`src/rtl/rom_arbiter.sv`:
```
// Round-robin arbiter sharing a single-port, one-cycle-latency program memory
// between the core's instruction-fetch and data req/gnt/rvalid interfaces.
// Out-of-window addresses, and writes when ReadOnly is set, are answered
// locally with an error response and never reach the memory.
// Ports:
//   clk_i, rst_ni                  clock, async active-low reset
//   instr_* / data_*  (inputs)     req, we, be, addr, wdata from each requester
//   instr_* / data_*  (outputs)    gnt (combinational), rvalid, rdata, err
//   mem_*_o                        request to the memory (combinational)
//   mem_rvalid_i, mem_rdata_i      memory response, one cycle after mem_req_o
module rom_arbiter #(
  parameter logic [31:0] BaseAddr = 32'h0000_0000,
  parameter int unsigned Depth    = 256,
  parameter bit          ReadOnly = 1'b1
) (
  input  logic        clk_i,
  input  logic        rst_ni,
  input  logic        instr_req_i,
  input  logic        instr_we_i,
  input  logic [3:0]  instr_be_i,
  input  logic [31:0] instr_addr_i,
  input  logic [31:0] instr_wdata_i,
  output logic        instr_gnt_o,
  output logic        instr_rvalid_o,
  output logic [31:0] instr_rdata_o,
  output logic        instr_err_o,
  input  logic        data_req_i,
  input  logic        data_we_i,
  input  logic [3:0]  data_be_i,
  input  logic [31:0] data_addr_i,
  input  logic [31:0] data_wdata_i,
  output logic        data_gnt_o,
  output logic        data_rvalid_o,
  output logic [31:0] data_rdata_o,
  output logic        data_err_o,
  output logic        mem_req_o,
  output logic        mem_we_o,
  output logic [3:0]  mem_be_o,
  output logic [31:0] mem_addr_o,
  output logic [31:0] mem_wdata_o,
  input  logic        mem_rvalid_i,
  input  logic [31:0] mem_rdata_i
);

  localparam logic [31:0] AddrMask = 32'(Depth * 4 - 1);

  typedef enum logic {
    PortInstr = 1'b0,
    PortData  = 1'b1
  } port_e;

  port_e      last_winner_q, last_winner_d;
  port_e      owner_id_q, owner_id_d;
  logic       owner_valid_q, owner_valid_d;
  logic [1:0] err_pending_q, err_pending_d;

  logic instr_bad, data_bad;
  logic instr_good, data_good;
  logic instr_win, data_win;
  logic instr_mem_rsp, data_mem_rsp;

  // Range/permission check, arbitration, memory mux and next-state.
  always_comb begin
    instr_bad  = instr_req_i &&
                 (((instr_addr_i & ~AddrMask) != BaseAddr) || (ReadOnly && instr_we_i));
    data_bad   = data_req_i &&
                 (((data_addr_i & ~AddrMask) != BaseAddr) || (ReadOnly && data_we_i));
    instr_good = instr_req_i && !instr_bad;
    data_good  = data_req_i && !data_bad;

    instr_win = 1'b0;
    data_win  = 1'b0;
    if (instr_good && data_good) begin
      // On conflict the port that did not win the last memory grant goes.
      if (last_winner_q == PortData) instr_win = 1'b1;
      else                           data_win  = 1'b1;
    end else begin
      instr_win = instr_good;
      data_win  = data_good;
    end

    // Bad requests are accepted immediately; they never occupy the memory.
    instr_gnt_o = instr_bad || instr_win;
    data_gnt_o  = data_bad || data_win;

    mem_req_o   = instr_win || data_win;
    mem_we_o    = instr_we_i;
    mem_be_o    = instr_be_i;
    mem_addr_o  = instr_addr_i;
    mem_wdata_o = instr_wdata_i;
    if (data_win) begin
      mem_we_o    = data_we_i;
      mem_be_o    = data_be_i;
      mem_addr_o  = data_addr_i;
      mem_wdata_o = data_wdata_i;
    end

    last_winner_d = last_winner_q;
    if (instr_win)     last_winner_d = PortInstr;
    else if (data_win) last_winner_d = PortData;

    owner_valid_d = instr_win || data_win;
    owner_id_d    = data_win ? PortData : PortInstr;
    err_pending_d = {data_bad, instr_bad};
  end

  // Arbitration and response-tracking state.
  always_ff @(posedge clk_i or negedge rst_ni) begin
    if (!rst_ni) begin
      last_winner_q <= PortData;
      owner_valid_q <= 1'b0;
      owner_id_q    <= PortInstr;
      err_pending_q <= 2'b00;
    end else begin
      last_winner_q <= last_winner_d;
      owner_valid_q <= owner_valid_d;
      owner_id_q    <= owner_id_d;
      err_pending_q <= err_pending_d;
    end
  end

  // Route the memory response to its owner, or return a local error.
  always_comb begin
    instr_mem_rsp  = mem_rvalid_i && owner_valid_q && (owner_id_q == PortInstr);
    data_mem_rsp   = mem_rvalid_i && owner_valid_q && (owner_id_q == PortData);
    instr_rvalid_o = instr_mem_rsp || err_pending_q[0];
    data_rvalid_o  = data_mem_rsp || err_pending_q[1];
    instr_rdata_o  = instr_mem_rsp ? mem_rdata_i : 32'h0;
    data_rdata_o   = data_mem_rsp ? mem_rdata_i : 32'h0;
    instr_err_o    = err_pending_q[0];
    data_err_o     = err_pending_q[1];
  end

endmodule
```
`config.mk`:
```
export PLATFORM = sky130hd
export DESIGN_NAME = rom_arbiter
export DESIGN_NICKNAME = d
export VERILOG_FILES = /design/src/rtl/rom_arbiter.sv
export SDC_FILE = /design/constraint.sdc
export NUM_CORES = 1
export LEC_CHECK = 0
export BUFFER_PORTS_ARGS = -buffer_cell sky130_fd_sc_hd__buf_4
export CORE_AREA = 2 2 122 124
export CTS_BUF_LIST = sky130_fd_sc_hd__clkbuf_8
export DETAILED_ROUTE_END_ITERATION = 10
export DIE_AREA = 0 0 124 126
export HOLD_SLACK_MARGIN = 0.05
export SYNTH_ARGS = -nofsm -noshare
export SYNTH_HDL_FRONTEND = slang
export SYNTH_SLANG_ARGS = --single-unit
export TNS_END_PERCENT = 10
```
`constraint.sdc`:
```
create_clock -name clk_i -period 5.4 [get_ports clk_i]
set_input_delay 0.54 -clock clk_i [delete_from_list [all_inputs] [get_ports clk_i]]
set_output_delay 0.54 -clock clk_i [all_outputs]
set_load 0.01 [all_outputs]
```
[After elaboration in Yosys (flattened, before gate mapping)]
Index checks and enable logic that the tools add are counted.
Word-level totals
  output and inout port bits: 140
  word-level logic and storage cells: 38
  bits of input ports: 175
  register bits: 5
Operators by class
  bitwise gates (word level): 1
  reductions and logical operators: 20
  multiplexer cells: 13
Operator list (number)
  $mux W32: 4
  $reduce_bool A32 Y1: 2
  $logic_and A1 B1 Y1: 8
  $mux W1: 8
  $logic_or A1 B1 Y1: 7
  $mux W4: 1
  $logic_not A1 Y1: 2
  $reduce_bool A2 Y1: 1
  $not A1 Y1: 1

[Longest topological paths before layout]
Gate-level depths: netlist (run 1).
  depth in word-level cells: 9
  gate-level depth with buffers: 5
  mapped depth without buffers: 4

[Worst setup path before layout (run 1)]
Ideal clock, no wire load.
  kind: input-to-output
  from: input port data_addr_i[17]
  to: output port mem_addr_o[4]
  arrival time: 1.967 ns
  stages on the path: 5
  setup slack: 2.893 ns
  path buffers: 1
  data required time: 4.860 ns
  path through: or4_1 > nor2_2 > o2111ai_4 > buf_4 > mux2_4
Between the ends
  word-level cells in the longest chain between the ends: 8
RTL lines
  start, declared: line 30  | input logic [31:0] data_addr_i,
  $reduce_bool A32 Y1 *: line 67  | (((data_addr_i & ~AddrMask) != BaseAddr) || (ReadOnly && data_we_i));
  $logic_or A1 B1 Y1 *: line 67
  $logic_and A1 B1 Y1 *: line 66  | data_bad = data_req_i &&
  $logic_not A1 Y1 *: line 69  | data_good = data_req_i && !data_bad;
  $logic_and A1 B1 Y1 *: line 69
  $logic_and A1 B1 Y1: line 73  | if (instr_good && data_good) begin
  $mux W1 *: line 73
  $mux W32 *: line 91  | if (data_win) begin
  end, declared: line 39  | output logic [31:0] mem_addr_o,
Mark *: on every way between the ends. The rest lies on a longest branch, timed or not.

[Worst setup path in the final report (run 1)]
  from: input port instr_addr_i[10]
  to: output port mem_wdata_o[2]
Between the ends
  word-level cells in the longest chain between the ends: 8
RTL lines
  start, declared: line 21  | input logic [31:0] instr_addr_i,
  $reduce_bool A32 Y1: line 65  | (((instr_addr_i & ~AddrMask) != BaseAddr) || (ReadOnly && instr_we_i));
  $logic_or A1 B1 Y1: line 65
  $logic_and A1 B1 Y1: line 64  | instr_bad = instr_req_i &&
  $logic_not A1 Y1: line 68  | instr_good = instr_req_i && !instr_bad;
  $logic_and A1 B1 Y1: line 68
  $logic_and A1 B1 Y1: line 73
  $mux W1: line 73
  $mux W32: line 91
  end, declared: line 40  | output logic [31:0] mem_wdata_o,
Every way passes these cells.

==> impl_results.md, run 1 <==
* Status: finished clean
* Fin. max-slew vios at 0
* H-tree depth at 1
* Syn_area_per_cell at 8.918 um2
* Die Ht at 126 um
* Synth area leader: mux2_4
* Final worst path period share at 0.6647
* Gate power share at 0.653
* WL/cell at 13.55 um
* Worst reg-to-reg setup slack at 3430 ps
* Max rail drop VDD at 0.05405 mV
* Rel. slew slack at 0.3255
* Slowest cell on the critical path: buf_4
* Post-cts gate resize count at 0
* CTS Buffer Depth at 2
* 1st-iter DRT viols at 40
* Die Wd at 124 um
* Vias in the first global route at 2433
* Least-Margin Pin Slew at 1012 ps
* Startpoint Class: input pin
* Initial Utilization at 0.1171
* DRC Markers at 0
* Hold Fails Final Rpt at 0
* N_diodes at 0
* WL final at 9.202 mm
* Row count at 44
* Final worst path period need at 3589 ps
* Commonest non-fill, non-tap cell in the layout: buf_4
* DRT Pass-1 Iters at 3
* Largest net degree at the start of global routing at 71
* GPL Wtd Cong at 0.7301
* RSZ-0062 raised after global routing: no
* TNS Setup at 0 ps
* Crit-path max cell delay at 780 ps
* Syn_nets at 363
* Switching Power at 0.00008259 W
* Synth cell types at 23
* Via Count at 2567
* Commonest non-fill, non-tap cells in the layout: buf_4, and2_1, mux2_4
* Share of cells above drive strength 1 at 0.7495
* DP HPWL at 8.249 mm
* Flop pwr share at 0.125
* Design Power at 0.0003127 W
* Hold Buf Count CTS at 0
* Cell count after placement at 675
* Cell chain of the critical path: buf_4 -> nor4_1 -> nand4_1 -> o2111ai_4 -> buf_4 -> mux2_4 -> buf_4
* Final Skew at 0.1698 ps
* CP most frequent cell: buf_4
* Post-CTS setup buffers at 0
* CTS tree: yes
* Count of state elements after synthesis at 5
* Initial antenna violation count at 0
* Sink Count at 5
* Final Setup Violations at 0
* Buffers added on ports at 314
* Worst hold path type: input pin to async pin
* Critical path class: input pin to primary output
* Non-filler cells, final at 679
* Endpoint class of the critical path: primary output
* Gr usage total at 0.1030
* Internal at 0.0002301 W
* Die footprint at 15620 um2
* Top-area cell type share of the netlist area at 0.4119
* CP top delay family: buffers and inverters
* Register area share after synthesis at 0.07537
* Clock slew seen by the registers of the worst setup and hold paths at 40 ps
* Buf/Inv on CP at 3
* Core box area at 14310 um2
* Clock network fraction of design power at 0.222
* Max Freq at 278.6 MHz
* Total CTS buffers at 3
* Synthesized area at 1677 um2
* Area contributors post-synth: mux2_4, and2_1, dfrtp_1, nor4_1, buf_6
* Global-route wire length before repair at 12.56 mm
* Nets at 671
* Synth Instances at 188
* Switching portion of total power at 0.2641
* Root Driver: clkbuf_8
* Area growth, synth to finish at 153.1%
* P per Cell Area at 73.71 nW/um2
* Gr ovfl total at 0
* Critical-path maximum fanout at 70
* Final antenna-violating net count at 0
* Vias/cell at 3.781
* Yosys warns at 0
* Leak Pwr at 2.403 nW
* Clk_lat worst skew at 220 ps
* CP arrival at 3050 ps
* Top-Level Pins at 315
* CP Data Required Time at 4860 ps
* Max Cap Viol at 0
final cells by class:
type / count / area, um2
repair buffers: 316 / 2372
fillers: 1514 / 10070
clock inverters: 1 / 5.005
inverters: 3 / 11.26
well taps: 184 / 230.2
multi-input cells: 167 / 1456
clock buffers: 3 / 41.29
flip-flops and latches: 5 / 126.4
synthesized netlist by cell type:
cell and number:
and4_1 1, mux2i_1 1, nand3_1 1, nor2_2 1, o31ai_1 1, a31oi_1 2
buf_4 1, and3_1 1, nor2_1 4, nor4_1 8, inv_1 3, or4_1 2
nor3_1 4, and2_1 88, buf_6 4, o2111ai_4 1, nand2_1 2, mux2_4 46
or2_2 2, dfstp_2 1, dfrtp_1 4, nand4_1 2, clkbuf_1 8
registers in the layout, indices dropped and copies added, names as in the netlist:
register,count
err_pending_q,2
owner_id_q,1
owner_valid_q,1
last_winner_q,1
metrics by stage:
step | worst slack (ps) | hold slack (ps) | instance area (um2) | utilization
global placement | 1750 | 348.4 | 4197 | 0.2932
floorplan | 2893 | 244.4 | 1677 | -
detailed placement | 1686 | 349.4 | 4197 | 0.2932
CTS | 1671 | 111.8 | 4243 | 0.2964
finish | 1811 | 114.8 | 4243 | 0.2964
global route | 1504 | 113.1 | 4243 | 0.2964
power groups by stage:
stage | Combinational, W | Sequential (W) | Clock, W
2_1_floorplan | 0.0000536 | 0.0000396 | 0
3_3_place_gp | 0.000204 | 0.0000395 | 0
3_5_place_dp | 0.000207 | 0.0000394 | 0
4_1_cts | 0.000208 | 0.0000390 | 0.0000717
5_1_grt | 0.000219 | 0.0000390 | 0.0000755
6_report | 0.000204 | 0.0000389 | 0.0000695
path summary, 6_finish.rpt:
kind                                            from                         to  depth (start not counted)
setup / recovery                    instr_addr_i[10]             mem_wdata_o[2]                          7
hold / removal                                rst_ni    owner_valid_q$_DFF_PN0_                          1
setup reg to reg           last_winner_q$_DFFE_PN1P_       owner_id_q$_DFF_PN0_                          4
hold reg to reg            last_winner_q$_DFFE_PN1P_  last_winner_q$_DFFE_PN1P_                          1
max in group asynchronous                     rst_ni  last_winner_q$_DFFE_PN1P_                          1
min in group clk_i         last_winner_q$_DFFE_PN1P_  last_winner_q$_DFFE_PN1P_                          1
kinds of logic after synthesis:
group	after synthesis	synth area share
AOI/OAI and AO/OA	4	0.02762
DFF	5	0.07538
buffers and inverters	16	0.05597
muxes	47	0.4179
and+or+nand+nor	116	0.4231
layer usage:
layer / vias up / global-route usage / share of wire
met3: 4 / 0.01223 / 0.099
met2: 158 / 0.2130 / 0.55
met5: - / 0 / 0
met1: 1152 / 0.1073 / 0.34
li1: 1253 / - / -
met4: 0 / 0.02115 / 0.0059
Power figures use the tool's default switching activity.
==> run 2: changes to the inputs <==
- CORE_AREA: 2 2 122 124 -> 2 2 123 125
- DIE_AREA: 0 0 124 126 -> 0 0 125 127
- clock period: 5.4 -> 3.2 ns (I/O delays scaled with it)
==> impl_results.md, run 2 (synthesized netlist as in run 1, its figures left out) <==
* Status: finished clean (unchanged)
* Worst reg-to-reg setup slack at 1720 ps (was 3430 ps)
* Sink Count at 5 (unchanged)
* FF-to-FF path depth at 4 (unchanged)
* Critical-path maximum fanout at 70 (unchanged)
* DRC Markers at 0 (unchanged)
* 1st-iter DRT viols at 44 (was 40)
* Max rail drop VDD at 0.07347 mV (was 0.05405 mV)
* WL/cell at 15.28 um (was 13.55 um)
* Cell chain of the critical path: buf_4 -> nor4_1 -> nand4_1 -> o2111ai_4 -> buf_12 -> mux2_4 -> buf_4 (was buf_4 -> nor4_1 -> nand4_1 -> o2111ai_4 -> buf_4 -> mux2_4 -> buf_4)
* Global-route wire length before repair at 14.71 mm (was 12.56 mm)
* Hold Fails Final Rpt at 0 (unchanged)
* R2R Path Start: last_winner_q$_DFFE_PN1P_ (unchanged)
* Via Count at 2585 (was 2567)
* Area growth, synth to finish at 155.2% (was 153.1%)
* Die footprint at 15880 um2 (was 15620 um2)
* Leak Pwr at 2.426 nW (was 2.403 nW)
* Final antenna-violating net count at 0 (unchanged)
* GPL Wtd Cong at 0.9055 (was 0.7301)
* Endpoint class of the critical path: primary output (unchanged)
* N_diodes at 0 (unchanged)
* Buffers added on ports at 314 (unchanged)
* Clock slew seen by the registers of the worst setup and hold paths at 30 ps (was 40 ps)
* CTS Buffer Depth at 2 (unchanged)
* Die Wd at 125 um (was 124 um)
* DP Worst Slack at 303.9 ps (was 1686 ps)
* Reg2reg end: owner_id_q$_DFF_PN0_ (unchanged)
* Nets at 674 (was 671)
* Max Cap Viol at 0 (unchanged)
* Row count at 44 (unchanged)
* Vias in the first global route at 2622 (was 2433)
* Final Skew at 5.352 ps (was 0.1698 ps)
* Startpoint Class: input pin (unchanged)
* Clk_lat worst skew at 220 ps (about the same)
* Commonest non-fill, non-tap cell in the layout: buf_4 (unchanged)
* Least-Margin Pin Slew at 861.1 ps (was 1012 ps)
* Hold Path Cell Cnt at 3
* Final worst path period need at 2765 ps
* Crit-path max cell delay at 410 ps (was 780 ps)
* RSZ-0062 raised after global routing: no (unchanged)
* Gr usage total at 0.1184 (was 0.1030)
* Final Setup Violations at 0 (unchanged)
* Hold path endpoint: err_pending_q[0]$_DFF_PN0_
* CP top delay family: simple AND/OR/NAND/NOR gates (was buffers and inverters)
* Top-Level Pins at 315 (unchanged)
* Commonest non-fill, non-tap cells in the layout: buf_4, and2_1, mux2_4 (unchanged)
* Die Ht at 127 um (was 126 um)
* H-tree depth at 1 (unchanged)
* Vias/cell at 3.790 (was 3.781)
* DP HPWL at 9.462 mm (was 8.249 mm)
* Initial Utilization at 0.1162 (was 0.1171)
* TNS Setup at 0 ps (unchanged)
* Max Freq at 361.7 MHz
* CP most frequent cell: buf_4 (unchanged)
* Initial antenna violation count at 0 (unchanged)
* Slowest cell on the critical path: nor4_1 (was buf_4)
* Buf/Inv on CP at 3 (unchanged)
* Share of cells above drive strength 1 at 0.7470 (was 0.7495)
* Post-CTS setup buffers at 0 (unchanged)
* Fin. max-slew vios at 0 (unchanged)
* Final WS setup at 435.3 ps (was 1811 ps)
* Worst hold path type: input pin to flop (was input pin to async pin)
* Biggest register: err_pending_q (unchanged)
* Rel. slew slack at 0.4260 (was 0.3255)
* CP arrival at 2440 ps (was 3050 ps)
* Core box area at 14420 um2 (was 14310 um2)
* DRT Pass-1 Iters at 4 (was 3)
* Largest net degree at the start of global routing at 71 (unchanged)
* Critical path class: input pin to primary output (unchanged)
* P per Cell Area at 125.6 nW/um2 (was 73.71 nW/um2)
* Max reg flops at 2 (unchanged)
* Gr ovfl total at 0 (unchanged)
* WL final at 10.42 mm (was 9.202 mm)
* Hold Path Origin: instr_req_i
* CP Data Required Time at 2880 ps (was 4860 ps)
* Root Driver: clkbuf_8 (unchanged)
* Final worst path period share at 0.8640
* Total CTS buffers at 3 (unchanged)
* CTS tree: yes (unchanged)
[run 2: cell type report]
cell class              instances  area, um2
fillers                      1531      10140
repair buffers                319       2410
multi-input cells             167       1456
well taps                     184      230.2
flip-flops and latches          5      126.4
clock buffers                   3      41.29
inverters                       3      11.26
clock inverters                 1      3.754
[run 2: how the worst max path moves through the flow]
stage                                 from               to  slack [ps]  cells past startpoint
final                     instr_addr_i[10]      mem_be_o[3]         440                      7
after global routing      instr_addr_i[10]   mem_wdata_o[6]         190                      7
after global placement    instr_addr_i[15]  mem_wdata_o[12]         370                      8
after CTS                 instr_addr_i[10]      mem_be_o[3]         310                      7
after floorplan            data_addr_i[17]    mem_addr_o[4]        1130                      5
after detailed placement  instr_addr_i[10]      mem_be_o[3]         300                      7
[run 2: report_power, final]
group          internal, W  switching (W)  total [W]  leakage (nW)
logic             0.000242       0.000116   0.000358          2.34
clock network    0.0000823      0.0000313   0.000114        0.0269
registers        0.0000649    0.000000834  0.0000658        0.0616
[run 2: what timing repair did]
item,4_1_cts,5_1_grt
resized for setup,0,0
hold buffers,1,0
hold endpoints to repair,4,0
[run 2: metal layers]
metal | share of wire | global-route usage
met1 | 0.34 | 0.1236
met2 | 0.54 | 0.2305
met3 | 0.089 | 0.02806
met4 | 0.032 | 0.04183
met5 | 0 | 0
[run 2: worst min-delay path, cell delays in order]
cell    delay, ps
buf_4          80
inv_1          60
nor2_1        120
[run 2: stage by stage]
stage / utilization / area [um2] / power (W) / hold WS, ps / instances
2_1_floorplan: - / 1677 / 0.0001573 / 24.41 / 188
3_3_place_gp: 0.2929 / 4224 / 0.0004233 / 130.1 / 677
3_5_place_dp: 0.2929 / 4224 / 0.0004268 / 131.6 / 677
4_1_cts: 0.2967 / 4279 / 0.0005472 / 400.6 / 682
5_1_grt: 0.2967 / 4279 / 0.0005688 / 428.7 / 682
6_report: 0.2967 / 4279 / 0.0005375 / 411.1 / 682
